**config.mk**
```make
export PLATFORM = sky130hd
export DESIGN_NAME = conv_chan_sched
export DESIGN_NICKNAME = d
export VERILOG_FILES = /design/src/rtl/conv_chan_sched.sv
export SDC_FILE = /design/constraint.sdc
export NUM_CORES = 1
export LEC_CHECK = 0
export CORE_UTILIZATION = 45
export CTS_CLUSTER_SIZE = 20
export DETAILED_ROUTE_END_ITERATION = 10
export PLACE_DENSITY = 0.65
export SKIP_CTS_REPAIR_TIMING = 1
export SYNTH_ARGS = -nofsm -noshare
export SYNTH_HDL_FRONTEND = slang
export SYNTH_SLANG_ARGS = --single-unit
```
**constraint.sdc**
```tcl
create_clock -name clk -period 4.2 [get_ports clk]
set_input_delay 0.42 -clock clk [delete_from_list [all_inputs] [get_ports clk]]
set_output_delay 0.42 -clock clk [all_outputs]
set_load 0.05 [all_outputs]
```
**src/rtl/conv_chan_sched.sv**
```systemverilog
// rtl/conv_chan_sched.sv - steps the 3x3 conv engine through output channels, one plane handoff at a time
module conv_chan_sched #(
    parameter int CHAN    = 10,
    parameter int TIMEOUT = 200,
    parameter int TO_W    = 16
) (
    input  logic       clk,
    input  logic       rst,
    input  logic       start,
    input  logic       abort,
    output logic       conv_trigger,
    output logic [3:0] conv_chan,
    input  logic       conv_valid,
    input  logic [3:0] conv_out_chan,
    output logic       dn_valid,
    output logic [3:0] dn_chan,
    input  logic       dn_ready,
    output logic       busy,
    output logic       done,
    output logic       err
);
    typedef enum logic [2:0] {S_IDLE, S_TRIG, S_WAIT, S_HAND, S_DONE} state_t;

    localparam logic [3:0]      LAST_CHAN = 4'(CHAN - 1);
    localparam logic [TO_W-1:0] TO_LAST   = TO_W'(TIMEOUT - 1);

    state_t          state, state_nx;
    logic [3:0]      cur_chan, cur_chan_nx;
    logic [TO_W-1:0] to_cnt, to_cnt_nx;
    logic            err_q, err_nx;

    always_ff @(posedge clk or posedge rst) begin
        if (rst) begin
            state    <= S_IDLE;
            cur_chan <= '0;
            to_cnt   <= '0;
            err_q    <= 1'b0;
        end else begin
            state    <= state_nx;
            cur_chan <= cur_chan_nx;
            to_cnt   <= to_cnt_nx;
            err_q    <= err_nx;
        end
    end

    always_comb begin
        state_nx    = state;
        cur_chan_nx = cur_chan;
        to_cnt_nx   = to_cnt;
        err_nx      = err_q;
        case (state)
            S_IDLE: begin
                if (start) begin
                    cur_chan_nx = '0;
                    err_nx      = 1'b0;
                    state_nx    = S_TRIG;
                end
            end
            S_TRIG: begin
                to_cnt_nx = '0;
                state_nx  = S_WAIT;
            end
            S_WAIT: begin
                to_cnt_nx = to_cnt + TO_W'(1);
                // A plane arriving on the last allowed cycle still counts.
                if (conv_valid) begin
                    if (conv_out_chan == cur_chan) begin
                        state_nx = S_HAND;
                    end else begin
                        err_nx   = 1'b1;
                        state_nx = S_IDLE;
                    end
                end else if (to_cnt == TO_LAST) begin
                    err_nx   = 1'b1;
                    state_nx = S_IDLE;
                end
            end
            S_HAND: begin
                if (dn_ready) begin
                    if (cur_chan == LAST_CHAN) begin
                        state_nx = S_DONE;
                    end else begin
                        cur_chan_nx = cur_chan + 4'd1;
                        state_nx    = S_TRIG;
                    end
                end
            end
            S_DONE: state_nx = S_IDLE;
            default: state_nx = S_IDLE;
        endcase
        // Abort freezes channel and error state; it also masks a start in IDLE.
        if (abort) begin
            state_nx    = S_IDLE;
            cur_chan_nx = cur_chan;
            to_cnt_nx   = to_cnt;
            err_nx      = err_q;
        end
    end

    assign conv_trigger = (state == S_TRIG);
    assign conv_chan    = cur_chan;
    assign dn_valid     = (state == S_HAND);
    assign dn_chan      = cur_chan;
    assign busy         = (state != S_IDLE);
    assign done         = (state == S_DONE);
    assign err          = err_q;
endmodule

```
; ---- After elaboration in Yosys (flattened, before gate mapping)
; Cells that the tools add are included.
[op_classes]
addsub = 2
multipliers = 0
div_mod_pow = 0
n_lt_le_gt_ge = 0
eq_ne = 15
n_shift = 0
muxes = 18
bitwise_logic = 1
n_reduce_logical = 9
[op_table]
columns = op, n
row1 = 16-bit one-hot mux with 2 select lines, 1
row2 = 3-bit two-way mux, 6
row3 = 16-bit by 1-bit adder with 16-bit output (second input constant), 1
row4 = 16-bit by 8-bit equality test with 1-bit output (second input constant), 1
row5 = 4-bit two-way mux, 3
row6 = 3-bit one-hot mux with 4 select lines, 1
row7 = 5-bit AND reduction, 2
row8 = 3-bit != test (second input constant), 3
row9 = 4-bit one-hot mux with 2 select lines, 1
row10 = 3-bit by 2-bit equality test with 1-bit output (second input constant), 2
row11 = 2-bit nonzero test, 3
row12 = 4-bit by 1-bit adder with 4-bit output (second input constant), 1
row13 = 4-bit equality test, 1
row14 = 4-bit equality test (second input constant), 1
row15 = 1-bit two-way mux, 4
row16 = 2-bit != test (second input constant), 2
row17 = 4-bit != test (second input constant), 1
row18 = 3-bit by 1-bit equality test with 1-bit output (second input constant), 1
row19 = 3-bit equality test (second input constant), 1
row20 = 3-bit logical NOT, 1
row21 = 3-bit by 2-bit != test with 1-bit output (second input constant), 1
row22 = 3-bit AND reduction, 1
row23 = 3-bit nonzero test, 1
row24 = 2-bit two-way mux, 1
row25 = 4 further kinds, 4
[totals]
register_bits = 24
latchBits = 0
mem_bits_rw = 0
mem_bits_ro = 0
inputBits = 10
out_inout_bits = 13
n_memories = 0

; ---- Logic depth before layout (Yosys ltp)
; Gate-level depths: netlist (run 1).
[depth]
depth_word = 5
depth_mapped = 6
depth_no_buf = 6

; ---- Worst setup path after synthesis (run 1)
; OpenSTA, ideal clock, no wires.
[synth_path]
path_type = register to register
start = reg cur_chan[0] (netlist: conv_chan[0])
end = reg state[0]
setup_time_ps = 120
arrival_ps = 1744
t_required_ps = 4080
setup_slack_ps = 2335
stages_incl_launch_ff = 6
n_path_buf = 0
synth_period_minus_slack_ps = 1865
path_cell_list = dfrtp_1 ha_1 nand3b_1 a21oi_1 o2bb2ai_1 a31o_2
[synth_via]
elab_chain_len = 5
[synth_rtl]
columns = element, line
row1 = "start, declared", 28  ; logic [3:0] cur_chan, cur_chan_nx;
row2 = "start signal, assigned", 40  ; cur_chan <= cur_chan_nx;
row3 = "4-bit equality test, on equally long branches", "80, 67"
row4 = 3-bit two-way mux or 2-bit two-way mux (tied branches), "80, 67"
row5 = "3-bit two-way mux, on equally long branches", "79, 66"
row6 = 3-bit one-hot mux with 4 select lines (*), 51  ; case (state)
row7 = 3-bit two-way mux (*), 92  ; if (abort) begin
row8 = "end signal, assigned", 39  ; state <= state_nx;
row9 = "end, declared", 27  ; state_t state, state_nx;
; Every way passes the cells marked *; elsewhere a longest branch is shown, timed or not. The select of a mux whose other input is x is not followed.
; A chain may end at the register's enable or synchronous reset.

; ---- Worst setup path in the final report (run 1)
[layout_path]
start = reg state[0]
end = out conv_trigger
[layout_via]
elab_chain_len = 1
[layout_rtl]
columns = element, line
row1 = 3-bit by 1-bit equality test with 1-bit output, 100  ; assign conv_trigger = (state == S_TRIG);
row2 = "end, declared", 11  ; output logic conv_trigger,
; No other way between the ends.

==> qor.csv, run 1 <==
metric,value,unit
status,"finished, final reports clean",
critical path class,reg2out,
worst skew pair latency,0.32,ns
# rows,20,
setup TNS,0,ns
dpl hpwl,2400,um
Post-Syn Area,0.00151,mm^2
Final Net Count,196,
Fmax achieved,372,MHz
CTS tree,yes,
Hold/Removal Path Class,reg2reg,
Synth cell types,41,
area grow syn2layout,16.5,%
final instance area,0.00176,mm^2
Critical Path End Type,output port,
GR Overflow Total,0,
max cap viols,0,
Post-synth top flop,dfrtp_1,
yosys warns,0,
share of synthesized flip-flops with an asynchronous set or reset,1.00,
I/O Pins,23,
largest net degree at the start of global routing,25,
Setup WS pre-CTS,1.78,ns
Clock Sinks,24,
Pleak,0.716,nW
post-placement cell area,0.00173,mm^2
Mapped Nets,178,
vias in the first global route,1258,
Worst-Margin Slew,0.928,ns
global-route wire length before repair,5640,um
Post-synth EDFFs,0,
min Tclk post-route,2.69,ns
IO Port Bufs,22,
Die X,59.9,um
Worst EP required,3.78,ns
"Reg clk slew, reported paths",0.13,ns
VDD IR-drop max,0.000201,V
initial antenna violation count,0,
Crit Path Max Fanout,15,
clk buf depth,2,
Pins Over Slew Limit,0,
core box area,0.00310,mm^2
drt total wl,3290,um
most frequent CP cell,nor2b_1,
CP peak stage delay,0.80,ns
share of layout cells above drive strength 1,0.0497,
DR iter-0 viols,40,
Final setup viols,0,
"commonest non-fill, non-tap cell in the layout",dfrtp_1,
CTS Root Cell,clkbuf_4,
CTS H-Tree Depth,1,
Placer Congestion,0.819,
"Hold Violations, Final",0,
RSZ-0062 raised after global routing,false,
Synth Register Bits,24,
most frequent cells in the layout,"24 x dfrtp_1, 22 x clkdlybuf4s50_1, 13 x nand2_1",
first-pass iteration count of the detailed router,4,
vias,1318,
synthesized instance count,165,
vias per cell,5.86,
number of buffers created by CTS,3,
ANT nets after route,0,
CP Cell Sequence,"nor2b_1, nor2b_1, clkdlybuf4s50_1",
clock skew,0.00494,ns
Total Routing Usage GR,0.208,
sequential fraction of the synthesis area,0.399,
starting density of the core,0.485,
DRC,0,
die area,0.00358,mm^2
Setup crit start kind,flip-flop,
Max-Slew Margin vs Limit,0.380,
Final period util,0.641,
Ant. Diodes,0,
Avg WL per Cell,14.6,um
pwr dens,333,mW/mm^2
crit path DAT,2.27,ns
critical path's slowest cell,clkdlybuf4s50_1,
Avg Inst Size Synth,9.13,um^2
Die Y,59.9,um
Final Worst Setup Slack,1.51,ns
-- power by group --
part	total, mW	switching (mW)	internal, mW
Clock	0.103	0.0697	0.0336
Combinational	0.184	0.110	0.0745
Sequential	0.298	0.0431	0.254
Total	0.585	0.223	0.363
-- flip-flops by register name, indices dropped and copies added, names as in the netlist --
register and count:
conv_chan 4, state 3, err 1, to_cnt 16
-- final timing paths --
kind | start | to | slack, ns | cells past startpoint
setup / recovery | state[0] | conv_trigger | 1.51 | 3
min in group asynchronous | rst | to_cnt[7] | 0.59 | 2
hold reg to reg | err | err | 0.51 | 1
hold / removal | err | err | 0.51 | 1
setup reg to reg | state[0] | to_cnt[12] | 2.29 | 4
max in group asynchronous | rst | conv_chan[0] | 3.05 | 2
-- critical path: cells and delay by family, from the launching register on --
kind	cells	cell delay [ns]
buffers and inverters	1	0.80
DFF	1	0.67
and+or+nand+nor	2	0.47
-- synth_stat cells, drive strengths merged, types with 3 or more instances --
| library cell | instances | area (um^2) |
|---|---|---|
| or4 | 4 | 30.0 |
| o31ai | 7 | 52.6 |
| xnor2 | 3 | 26.3 |
| clkbuf | 5 | 18.8 |
| nand4 | 6 | 52.6 |
| o21ai | 12 | 60.1 |
| nor2 | 8 | 30.0 |
| nor4 | 5 | 37.5 |
| dfrtp | 24 | 601 |
| a21oi | 10 | 50.1 |
| inv | 8 | 30.0 |
| nor3 | 4 | 20.0 |
| xor2 | 6 | 60.1 |
| and2 | 4 | 25.0 |
| ha | 3 | 37.5 |
| nand2b | 3 | 18.8 |
| o2bb2ai | 3 | 26.3 |
| and4 | 3 | 26.3 |
| buf | 4 | 30.0 |
| or3 | 5 | 31.3 |
| nand3 | 5 | 25.0 |
| nand2 | 13 | 48.8 |
-- metal layers --
layer  track usage  part of all wire  up-vias
li1              -                 -      644
met1         0.268              0.47      645
met2         0.357              0.49       24
met3        0.0260             0.027        5
met4        0.0731             0.016        0
met5             0                 0        -
-- per-stage QoR --
stage	hold WS [ns]	util	instances	power, mW
global placement	0.486	0.558	222	0.483
CTS	0.520	0.566	225	0.591
global route	0.529	0.566	225	0.624
finish	0.514	0.566	225	0.585
detailed placement	0.486	0.558	222	0.489
floorplan	0.435	-	165	0.430
-- layout make-up --
class / count / area [um^2]
Fill cell: 286 / 1350
Multi-Input combinational cell: 123 / 823
Sequential cell: 24 / 601
Timing Repair Buffer: 22 / 220
Tap cell: 44 / 55.1
Inverter: 9 / 33.8
Clock buffer: 3 / 22.5
-- logic make-up after synthesis --
| group | synth area share |
|---|---|
| flops | 0.399 |
| fa+ha+maj | 0.0249 |
| compound gates | 0.183 |
| simple gates | 0.282 |
| buf+inv | 0.0548 |
| xor+xnor | 0.0573 |
(Power assumes the default switching activity.)
==> inputs of run 2 (changes only) <==
==> constraint.sdc (replaced) <==
create_clock -name clk -period 2.75 [get_ports clk]
set_input_delay 0.275 -clock clk [delete_from_list [all_inputs] [get_ports clk]]
set_output_delay 0.275 -clock clk [all_outputs]
set_load 0.05 [all_outputs]
==> qor.csv, run 2 (synthesized netlist as in run 1, its figures left out) <==
metric,value,unit,change
Power Total,0.934,mW,was 0.585 mW
starting density of the core,0.485,,unchanged
Post-Route Utilization,0.577,,was 0.566
met3 WL,115,um,was 88 um
max cap viols,0,,unchanged
clock skew,0.00936,ns,was 0.00494 ns
worst hold slack,0.468,ns,was 0.514 ns
clock share of power,0.203,,was 0.177
Placer Congestion,0.871,,was 0.819
"Reg clk slew, reported paths",0.14,ns,was 0.13 ns
max FFs per register,16,,unchanged
Fillers,299,,was 286
critical path class,reg2out,,unchanged
status,"finished, final reports clean",,unchanged
Metal-1 WL,1590,um,was 1550 um
GR Overflow Total,0,,unchanged
Switching Share,0.369,,was 0.380
first-pass iteration count of the detailed router,4,,unchanged
"Hold Violations, Final",0,,unchanged
Pint,0.589,mW,was 0.363 mW
Ant. Diodes,0,,unchanged
CTS Root Cell,clkbuf_4,,unchanged
worst skew pair latency,0.31,ns,was 0.32 ns
number of buffers created by CTS,3,,unchanged
dpl hpwl,2300,um,was 2400 um
min Tclk post-route,2.39,ns,
DRC,0,,unchanged
max layer used,met4,,unchanged
IO Port Bufs,22,,unchanged
Total Routing Usage GR,0.199,,was 0.208
largest register by flop count,to_cnt,,unchanged
CTS H-Tree Depth,1,,unchanged
share of layout cells above drive strength 1,0.0703,,was 0.0497
Flop pwr share,0.477,,was 0.509
Die Y,59.9,um,unchanged
Die X,59.9,um,unchanged
Hold/Removal Path Class,in2async,,was reg2reg
Worst-Margin Slew,0.975,ns,was 0.928 ns
switching power,0.345,mW,was 0.223 mW
global-route wire length before repair,5390,um,was 5640 um
placed cells,225,,was 222
vias,1301,,was 1318
DR iter-0 viols,90,,was 40
Fmax achieved,418,MHz,
Critical Path End Type,output port,,unchanged
Final period util,0.870,,
I/O Pins,23,,unchanged
Setup crit start kind,flip-flop,,unchanged
RSZ-0062 raised after global routing,false,,unchanged
Worst EP required,2.48,ns,was 3.78 ns
Clock Sinks,24,,unchanged
ANT nets after route,0,,unchanged
largest net degree at the start of global routing,25,,unchanged
pwr dens,521,mW/mm^2,was 333 mW/mm^2
"commonest non-fill, non-tap cell in the layout",dfrtp_1,,unchanged
core box area,0.00310,mm^2,unchanged
Pleak,0.737,nW,was 0.716 nW
drt total wl,3230,um,was 3290 um
vias per cell,5.68,,was 5.86
Final setup viols,0,,unchanged
most frequent cells in the layout,"24 x dfrtp_1, 22 x clkdlybuf4s50_1, 13 x nand2_1",,unchanged
Final Net Count,199,,was 196
initial antenna violation count,0,,unchanged
# rows,20,,unchanged
Avg WL per Cell,14.1,um,was 14.6 um
Finished Layout Cells,229,,was 225
die area,0.00358,mm^2,unchanged
clk buf depth,2,,unchanged
Crit Path Max Fanout,15,,unchanged
Pins Over Slew Limit,0,,unchanged
area grow syn2layout,18.9,%,was 16.5%
met2 WL,1500,um,was 1600 um
VDD IR-drop max,0.000306,V,was 0.000201 V
combinational fraction of design power,0.320,,was 0.315
Max-Slew Margin vs Limit,0.349,,was 0.380
vias in the first global route,1181,,was 1258
setup TNS,0,ns,unchanged
crit path DAT,2.12,ns,was 2.27 ns
CTS tree,yes,,unchanged
==> run 2: cell types whose count changed in the layout (fill, tap and decap cells not counted), sizes merged <==
cell	delta
buf	+3
clkbuf	+1
==> run 2: per-stage QoR <==
stage                     setup slack (ns)  cell area, um^2
after detailed placement             0.731             1760
final                                0.359             1790
after CTS                            0.354             1790
after global routing                 0.217             1790
after floorplan                      0.885             1510
after global placement               0.763             1760
==> run 2: power groups by stage <==
| stage | registers, mW | clock network [mW] | logic [mW] |
|---|---|---|---|
| after floorplan | 0.457 | 0 | 0.200 |
| after global placement | 0.450 | 0 | 0.297 |
| after detailed placement | 0.452 | 0 | 0.300 |
| after CTS | 0.445 | 0.200 | 0.301 |
| after global routing | 0.454 | 0.216 | 0.327 |
| final | 0.445 | 0.190 | 0.299 |
==> run 2: layout make-up <==
class	instances	area (um^2)	area share
inverter	9	33.8	0.0189
sequential	24	601	0.335
tap	44	55.1	0.0307
multi-input combinational	123	823	0.459
timing repair buffer	25	243	0.135
clock buffer	4	36.3	0.0203
==> run 2: critical path, cell delays in order (launching register included) <==
cell	delay (ns)
dfrtp_1	0.56
nor2b_1	0.27
nor2b_1	0.16
clkdlybuf4s50_1	0.81
==> run 2: path summary, 6_finish.rpt <==
path / startpoint / end / slack, ns / depth (start not counted)
min: rst / state[2] / 0.47 / 2
max: state[1] / conv_trigger / 0.36 / 3
min reg2reg: err / err / 0.52 / 1
max reg2reg: state[1] / err / 0.85 / 4
min in group clk: err / err / 0.52 / 1
max in group asynchronous: rst / to_cnt[9] / 1.69 / 2
==> run 2: per-layer routing <==
metal  global-route usage  up-vias
met5                    0        -
met4               0.0598        0
met2                0.321       27
li1                     -      652
met1                0.275      620
met3               0.0281        2
==> inputs of run 3 (changes only) <==
--- a/config.mk
+++ b/config.mk
@@ -5,6 +5,7 @@
 export SDC_FILE = /design/constraint.sdc
 export NUM_CORES = 1
 export LEC_CHECK = 0
+export CORE_ASPECT_RATIO = 0.9
 export CORE_UTILIZATION = 45
 export CTS_CLUSTER_SIZE = 20
 export DETAILED_ROUTE_END_ITERATION = 10
==> qor.csv, run 3 (synthesized netlist as in run 1, its figures left out) <==
metric,value,unit,change
Crit Path Max Fanout,15,,unchanged
clock share of power,0.249,,was 0.203
"commonest non-fill, non-tap cell in the layout",dfrtp_1,,unchanged
vias,1304,,was 1301
DRC,0,,unchanged
Die Y,56.9,um,was 59.9 um
DR iter-0 viols,74,,was 90
pwr dens,555,mW/mm^2,was 521 mW/mm^2
Fillers,301,,was 299
Ant. Diodes,0,,unchanged
vias per cell,5.82,,was 5.68
first-pass iteration count of the detailed router,4,,unchanged
Critical Path End Type,output port,,unchanged
Max-Slew Margin vs Limit,0.374,,was 0.349
critical path class,reg2out,,unchanged
Flop pwr share,0.463,,was 0.477
min Tclk post-route,2.49,ns,was 2.39 ns
setup TNS,0,ns,unchanged
clk buf depth,2,,unchanged
largest register by flop count,to_cnt,,unchanged
CTS Root Cell,clkbuf_8,,was clkbuf_4
clock skew,0.00381,ns,was 0.00936 ns
Final setup viols,0,,unchanged
Total Routing Usage GR,0.215,,was 0.199
drt total wl,3500,um,was 3230 um
worst skew pair latency,0.27,ns,was 0.31 ns
max cap viols,0,,unchanged
GR Overflow Total,0,,unchanged
starting density of the core,0.484,,was 0.485
max FFs per register,16,,unchanged
Power Total,0.990,mW,was 0.934 mW
I/O Pins,23,,unchanged
Pint,0.631,mW,was 0.589 mW
Setup crit start kind,flip-flop,,unchanged
CTS tree,yes,,unchanged
Clock Sinks,24,,unchanged
Final Worst Setup Slack,0.255,ns,was 0.359 ns
critical path's slowest cell,clkdlybuf4s50_1,,unchanged
initial antenna violation count,0,,unchanged
CTS H-Tree Depth,1,,unchanged
CP Cell Sequence,"nor2b_1, nor2b_1, clkdlybuf4s50_1",,unchanged
global-route wire length before repair,5820,um,was 5390 um
Post-Route Utilization,0.573,,was 0.577
core box area,0.00311,mm^2,was 0.00310 mm^2
ANT nets after route,0,,unchanged
most frequent CP cell,nor2b_1,,unchanged
Finished Layout Cells,224,,was 229
IO Port Bufs,22,,unchanged
Pins Over Slew Limit,0,,unchanged
Hold/Removal Path Class,in2async,,unchanged
vias in the first global route,1197,,was 1181
most frequent cells in the layout,"24 x dfrtp_1, 22 x clkdlybuf4s50_1, 13 x nand2_1",,unchanged
RSZ-0062 raised after global routing,false,,unchanged
Final Net Count,196,,was 199
"CP delay by family, top",buffers and inverters,,unchanged
"Hold Violations, Final",0,,unchanged
die area,0.00358,mm^2,about the same
status,"finished, final reports clean",,unchanged
"Reg clk slew, reported paths",0.09,ns,was 0.14 ns
switching power,0.360,mW,was 0.345 mW
FF/Latch Area,601,um^2,unchanged
VDD IR-drop max,0.000292,V,was 0.000306 V
crit path DAT,2.22,ns,was 2.12 ns
placed cells,220,,was 225
dpl hpwl,2470,um,was 2300 um
Placer Congestion,0.880,,was 0.871
Die X,63.0,um,was 59.9 um
area of the multi-input gates,823,um^2,unchanged
area grow syn2layout,18.5,%,was 18.9%
Fmax achieved,401,MHz,was 418 MHz
share of layout cells above drive strength 1,0.0549,,was 0.0703
Final period util,0.907,,was 0.870
Switching Share,0.363,,was 0.369
Avg WL per Cell,15.6,um,was 14.1 um
Worst-Margin Slew,0.938,ns,was 0.975 ns
combinational fraction of design power,0.288,,was 0.320
Worst EP required,2.48,ns,about the same
number of buffers created by CTS,3,,unchanged
largest net degree at the start of global routing,25,,unchanged
# rows,19,,was 20
CP peak stage delay,0.80,ns,was 0.81 ns
Setup WS pre-CTS,0.512,ns,was 0.731 ns
CP Buf/Inv Count,1,,unchanged
Pleak,0.731,nW,was 0.737 nW
==> run 3: final cells by class <==
type | count | area share
Clock buffer | 4 | 0.0308
Inverter | 9 | 0.0189
Multi-Input combinational cell | 123 | 0.461
Sequential cell | 24 | 0.336
Tap cell | 42 | 0.0294
Timing Repair Buffer | 22 | 0.123
==> run 3: metrics by stage <==
stage                     hold slack (ns)  instance area, um^2
final                               0.502                 1790
after global routing                0.552                 1790
after CTS                           0.527                 1790
after detailed placement            0.505                 1730
after global placement              0.498                 1730
after floorplan                     0.290                 1510
==> run 3: final timing paths <==
kind                           from            to  slack, ns  depth (start not counted)
setup / recovery           state[0]  conv_trigger       0.26                          3
hold / removal                  rst     to_cnt[2]       0.50                          2
setup reg to reg           state[1]      state[1]       0.82                          4
hold reg to reg                 err           err       0.53                          1
max in group asynchronous       rst      state[0]       1.67                          2
min in group clk                err           err       0.53                          1
==> run 3: power by group through the flow <==
stage	clock, mW	sequential [mW]	combinational [mW]
3_5_place_dp	0	0.462	0.286
6_report	0.247	0.458	0.285
3_3_place_gp	0	0.462	0.279
2_1_floorplan	0	0.457	0.200
4_1_cts	0.252	0.457	0.287
5_1_grt	0.260	0.468	0.317
==> run 3: routing by layer <==
layer  GRT usage  part of all wire  wire length, um
met5           0                 0                0
met3      0.0427             0.028               98
met2       0.310              0.42             1490
met4      0.0797             0.016               55
met1       0.314              0.53             1860
